<file path="config.mk">
export PLATFORM = sky130hd
export DESIGN_NAME = alu_issue_stage
export DESIGN_NICKNAME = d
export VERILOG_FILES = /design/src/rtl/alu_issue_stage.sv
export SDC_FILE = /design/constraint.sdc
export NUM_CORES = 1
export LEC_CHECK = 0
export CAP_MARGIN = 25
export CORE_MARGIN = 1.5
export CORE_UTILIZATION = 47
export DETAILED_ROUTE_END_ITERATION = 8
export GPL_ROUTABILITY_DRIVEN = 0
export PLACE_DENSITY = 0.84
export SYNTH_ARGS = -nofsm -noshare
export SYNTH_HDL_FRONTEND = slang
export SYNTH_SLANG_ARGS = --single-unit
</file>
<file path="constraint.sdc">
create_clock -name clk -period 2.3 [get_ports clk]
set_input_delay 0.46 -clock clk [delete_from_list [all_inputs] [get_ports clk]]
set_output_delay 0.46 -clock clk [all_outputs]
set_load 0.005 [all_outputs]
</file>
<file path="src/rtl/alu_issue_stage.sv">
// Two-entry valid/ready pipeline around an external ALU: an issue register drives the ALU
// and a result register captures its output and flags. Sticky C/V and a delivered-op count are kept.
module alu_issue_stage #(
  parameter int WIDTH       = 8,
  parameter int COUNT_WIDTH = 16
) (
  input  logic                   clk,
  input  logic                   rst_n,
  input  logic                   cmd_valid,
  output logic                   cmd_ready,
  input  logic [WIDTH-1:0]       cmd_a,
  input  logic [WIDTH-1:0]       cmd_b,
  input  logic [3:0]             cmd_select,
  output logic [WIDTH-1:0]       alu_a,
  output logic [WIDTH-1:0]       alu_b,
  output logic [3:0]             alu_select,
  input  logic [WIDTH-1:0]       alu_out,
  input  logic                   alu_negative,
  input  logic                   alu_zero,
  input  logic                   alu_carry_out,
  input  logic                   alu_overflow,
  output logic                   res_valid,
  input  logic                   res_ready,
  output logic [WIDTH-1:0]       res_out,
  output logic [3:0]             res_flags,
  output logic                   res_illegal,
  input  logic                   clear_stats,
  output logic [1:0]             sticky_flags,
  output logic [COUNT_WIDTH-1:0] op_count
);

  logic                   a_valid_reg;
  logic [WIDTH-1:0]       a_reg;
  logic [WIDTH-1:0]       b_reg;
  logic [3:0]             sel_reg;
  logic                   ill_reg;

  logic                   res_valid_reg;
  logic [WIDTH-1:0]       res_out_reg;
  logic [3:0]             res_flags_reg;
  logic                   res_illegal_reg;

  logic [1:0]             sticky_reg;
  logic [1:0]             sticky_next;
  logic [COUNT_WIDTH-1:0] count_reg;
  logic [COUNT_WIDTH-1:0] count_next;

  logic                   r_free;
  logic                   accept;
  logic                   advance;
  logic                   handshake;
  logic                   cmd_illegal;
  logic [1:0]             delivered_cv;

  function automatic logic is_legal(input logic [3:0] s);
    case (s)
      4'd0, 4'd1, 4'd2, 4'd3, 4'd4, 4'd5, 4'd8, 4'd9, 4'd10: is_legal = 1'b1;
      default:                                                is_legal = 1'b0;
    endcase
  endfunction

  assign r_free      = !res_valid_reg || res_ready;
  assign cmd_ready   = !a_valid_reg || r_free;
  assign accept      = cmd_valid && cmd_ready;
  assign advance     = a_valid_reg && r_free;
  assign handshake   = res_valid_reg && res_ready;
  assign cmd_illegal = !is_legal(cmd_select);

  // Illegal entries present select 0 so the ALU never decodes an undefined code.
  assign alu_a      = a_reg;
  assign alu_b      = b_reg;
  assign alu_select = ill_reg ? 4'd0 : sel_reg;

  assign res_valid    = res_valid_reg;
  assign res_out      = res_out_reg;
  assign res_flags    = res_flags_reg;
  assign res_illegal  = res_illegal_reg;
  assign sticky_flags = sticky_reg;
  assign op_count     = count_reg;

  always_ff @(posedge clk or negedge rst_n) begin
    if (!rst_n) begin
      a_valid_reg <= 1'b0;
      a_reg       <= '0;
      b_reg       <= '0;
      sel_reg     <= 4'd0;
      ill_reg     <= 1'b0;
    end else if (accept) begin
      a_valid_reg <= 1'b1;
      a_reg       <= cmd_a;
      b_reg       <= cmd_b;
      sel_reg     <= cmd_select;
      ill_reg     <= cmd_illegal;
    end else if (advance) begin
      a_valid_reg <= 1'b0;
    end
  end

  always_ff @(posedge clk or negedge rst_n) begin
    if (!rst_n) begin
      res_valid_reg   <= 1'b0;
      res_out_reg     <= '0;
      res_flags_reg   <= 4'd0;
      res_illegal_reg <= 1'b0;
    end else if (r_free) begin
      res_valid_reg <= a_valid_reg;
      if (a_valid_reg) begin
        if (ill_reg) begin
          res_out_reg     <= '0;
          res_flags_reg   <= 4'd0;
          res_illegal_reg <= 1'b1;
        end else begin
          res_out_reg     <= alu_out;
          res_flags_reg   <= {alu_negative, alu_zero, alu_carry_out, alu_overflow};
          res_illegal_reg <= 1'b0;
        end
      end
    end
  end

  assign delivered_cv = res_illegal_reg ? 2'b00 : res_flags_reg[1:0];

  // A clear coinciding with a handshake keeps that handshake's contribution.
  always_comb begin
    sticky_next = sticky_reg;
    count_next  = count_reg;
    if (clear_stats) begin
      sticky_next = handshake ? delivered_cv : 2'b00;
      count_next  = handshake ? COUNT_WIDTH'(1) : '0;
    end else if (handshake) begin
      sticky_next = sticky_reg | delivered_cv;
      if (count_reg != {COUNT_WIDTH{1'b1}}) begin
        count_next = count_reg + COUNT_WIDTH'(1);
      end
    end
  end

  always_ff @(posedge clk or negedge rst_n) begin
    if (!rst_n) begin
      sticky_reg <= 2'b00;
      count_reg  <= '0;
    end else begin
      sticky_reg <= sticky_next;
      count_reg  <= count_next;
    end
  end

endmodule
</file>
## Word level (Yosys, flattened, before mapping)

Memory sizes are Yosys's and may differ from the RTL's.
Index checks and enable logic that the tools add are counted.

- Memories kept: 1
- Output and inout port bits: 53
- Input port bits: 37
- Memory bits (read-only): 16
- Register bits: 54

- Reduce and logical (&&, ||, !) cells: 13
- Equal/unequal tests: 1
- Bitwise gates (word level): 1
- Add/sub/neg operators: 1
- Muxes and demuxes: 14

Memory list:

| name | words | width | rd ports | clocked after memory_dff | wr ports | RTL line | source |
|---|---|---|---|---|---|---|---|
| (name not given) | 16 | 1 | 1 | 0 | 0 | 56 | `case (s)` |

Operators with widths:

| cell | number |
|---|---|
| 16-bit two-way mux | 3 |
| 16-bit by 1-bit adder with 16-bit output (second input constant) | 1 |
| 16-bit != test (second input constant) | 1 |
| 2-bit two-way mux | 4 |
| 4-bit two-way mux | 2 |
| 8-bit two-way mux | 1 |
| 2-bit nonzero test | 3 |
| 1-bit two-way mux | 4 |
| 2-bit AND reduction | 2 |
| 1-bit logical AND | 3 |
| 1-bit zero test | 3 |
| 1-bit logical OR | 2 |
| 2-bit bitwise OR | 1 |

## Logic depth before layout (Yosys ltp)

- Word-level depth: 5
- Mapped depth: 6
- Depth with buffers taken out: 6

## Least setup slack after synthesis

No wires, ideal clock.

- Path type: flip-flop to flip-flop
- Start point: register count_reg[14] (netlist: op_count[14])
- End point: register count_reg[14] (netlist: op_count[14])
- Arrival time: 1.341 ns
- Data required time: 2.168 ns
- Setup time: 0.132 ns
- Stages on the path, launching flop included: 7
- Path slack: 0.827 ns
- Cell sequence: dfrtp_1 > and4_1 > and2_4 > buf_6 > nor4b_4 > xnor2_1 > nor2_1

- Word-level cells in the longest chain between the ends: 4

Ends and longest elaborated chain:

| item | RTL line | source |
|---|---|---|
| from (decl) | 45 | `logic [COUNT_WIDTH-1:0] count_reg;` |
| from (signal assigned) | 144 | `count_reg <= count_next;` |
| 16-bit by 1-bit adder with 16-bit output | 133 | `count_next = count_reg + COUNT_WIDTH'(1);` |
| 16-bit two-way mux | 132 | `if (count_reg != {COUNT_WIDTH{1'b1}}) begin` |
| 16-bit two-way mux | 130 | `end else if (handshake) begin` |
| 16-bit two-way mux | 127 | `if (clear_stats) begin` |

Several ways; a longest one is shown, not always the timed one. The select of a mux whose other input is x is not followed.
A chain may end at the register's enable or synchronous reset.

## Worst setup path after layout

- Start point: input port res_ready
- End point: output port cmd_ready

- Word-level cells in the longest chain between the ends: 2

Ends and longest elaborated chain:

| item | RTL line | source |
|---|---|---|
| from (decl) | 23 | `input logic res_ready,` |
| 1-bit logical OR | 62 | `assign r_free = !res_valid_reg \|\| res_ready;` |
| 1-bit logical OR | 63 | `assign cmd_ready = !a_valid_reg \|\| r_free;` |
| to (decl) | 10 | `output logic cmd_ready,` |

Every way passes these cells.

==> results.toml <==
[synth]
yosysWarnings = 0
synthArstFlopShare_pct = 100
syn-instance-count = 211
synth_edf_count = 0
ys_seq_elements = 54
synth_area_per_cell_um2 = 11.5
ys_seq_area_share_pct = 55.9
synthTopCellsByArea = "dfrtp_1, mux2_2, nand2b_1, xnor2_1, nand2_1"
synthDominantCellAreaShare_pct = 55.9
syn-num-nets = 249
synth_flop_cell = "dfrtp_1"
ys_types = 37
synth.largest_area_cell = "dfrtp_1"
netlist_area_um2 = 2420

[critical_path]
r2r_slack_ns = 0.58
worstPathMaxFanout = 3
end_kind = "output port"
worstPathRequired_ns = 1.84
critPathMaxStageDelay_ns = 0.54
critPathSlowestCell = "clkdlybuf4s50_1"
reg2reg_depth = 5
r2r-start = "op_count[0]$_DFFE_PN0P_"
crit_chain = "clkdlybuf4s50_1 -> nand3b_1 -> clkdlybuf4s50_1"
start_kind = "input port"
path_class = "input port to output port"
worstReg2RegEnd = "op_count[6]$_DFFE_PN0P_"
crit_top_cell = "clkdlybuf4s50_1"
worstSetupStartpoint = "res_ready"
cp_top_family = "buffers and inverters"
cp_num_buf_inv = 2
crit_arrival_ns = 1.65

[sta]
slew-limit-headroom_pct = 64.9
worstMarginPinSlew_ns = 0.526
setup_violations = 0
setup-tns-final_ns = 0
min_period_ns = 2.11
finClkSkew_ns = 0.00753
fmax_mhz = 475
rsz0062_at_grt = "no"
hold_viol = 0
fin_crit_sh_pct = 91.5
maxSlewViolCount = 0

[global_route]
grt_usage_pct = 20.0
grt_pass1_wl_um = 8380
antenna_found_initial = 0
grt_pass1_vias = 1843
use_met2_pct = 33.5
grt_max_degree = 33
top_usage_layer = "met2"
grt_util_met3_pct = 8.43
grt-ovfl-total = 0
use_met1_pct = 23.2

[cells_and_area]
final_core_util_pct = 73.1
drive_above_1_share_pct = 15.0
mostFrequentLayoutCells = "clkdlybuf4s50_1, dfrtp_1, nand2_1"
layout_commonest_cell = "clkdlybuf4s50_1"
finalNetCount = 344
area_growth_pct = 46.7
largest_register_ffs = 16
diodes = 0
nFillCells = 360

[route]
vias = 1852
viasPerCell = 4.95
ant_nets = 0
wl_per_cell_um = 13.9
drt_iter0_markers = 86
finalWirelength_um = 5200
drc = 0
firstDrtPassIters = 4

[pwr]
vdd_drop_max_mv = 0.410
power_density_nw_per_um2 = 672
leakage_uw = 0.00144
report.power.total_uw = 2380

[die]
die_area_um2 = 5580
fp.dieW_um = 74.7
ios = 90
coreArea_um2 = 4850
start_util_pct = 49.9
rows = 25
die_h_um = 74.7

[clock_network]
cts_tree = "done"
cts_made_buffers = 5
ctsResizeCount = 0
clock_latency_ns = 0.30
postCtsSetupBuffers = 0
hold_buffers = 0
clock-sinks = 54
path_clk_slew_ns = 0.10
clockBufferDepth = 2
htreeDepth = 2
ctsRootBufferMaster = "clkbuf_8"

[placed_design]
port_buffers = 89
dpl.hpwl_um = 3930

[run]
maxCapViolations = 0

[min_path]
hold_path_class = "input port to async pin"

[outcome]
status = "finished clean"
through the flow:
step | instances | area [µm²] | hold WS, ns | worst slack (ns)
detailed placement | 366 | 3410 | 0.464 | 0.208
global placement | 366 | 3410 | 0.460 | 0.176
global route | 374 | 3550 | 0.148 | 0.104
CTS | 374 | 3550 | 0.127 | 0.192
floorplan | 211 | 2420 | 0.164 | 0.827
finish | 374 | 3550 | 0.124 | 0.195
routing by layer:
metal | wire length [µm] | up-vias
met2 | 2570 | 70
met1 | 2110 | 867
met5 | 0 | -
met3 | 445 | 7
met4 | 77 | 0
li1 | - | 908
power by group:
part           total [µW]  internal [µW]  switching, µW  leakage (µW)
registers            1130           1060           74.1      0.000681
clock network         745            436            309     0.0000683
logic                 507            339            168      0.000687
how the worst max path moves through the flow:
stage | end | slack [ns] | cells after the start
final | cmd_ready | 0.19 | 3
after floorplan | op_count[14]$_DFFE_PN0P_ | 0.83 | 6
after detailed placement | cmd_ready | 0.21 | 3
after global placement | cmd_ready | 0.18 | 3
after CTS | cmd_ready | 0.19 | 3
after global routing | alu_select[3] | 0.10 | 2
cells in the mapped netlist (2+ instances only):
library cell  number
a211oi_1           5
and3_1             2
and4_4             2
buf_2              2
clkbuf_1           3
dfrtp_1           54
inv_1              4
mux2_2            21
nand2_1           22
nand2b_1          15
nand3_1            6
nand4_1            4
nor2_1            18
nor2b_1            4
o21ai_0           15
xnor2_1           10
xor2_1             4
layout make-up:
class                      instances  area, µm²  area share (%)
multi-input combinational        145       1010            28.4
tap                               67       83.8            2.36
sequential                        54       1350            38.1
inverter                           4       15.0           0.423
clock buffer                       5       68.8            1.94
clock inverter                     3       68.8            1.94
timing repair buffer              96        951            26.8
cell families (layout without fill, tap and decap cells):
logic type      count (synthesis)  in the layout  synth area share (%)
buf+inv                        12            108                  2.43
xor+xnor                       14             14                  5.07
mux                            22             22                  10.2
compound gates                 26             26                  6.52
simple gates                   82             82                  19.4
fa+ha+maj                       1              1                 0.518
flops                          54             54                  55.9
(Power assumes the default switching activity.)
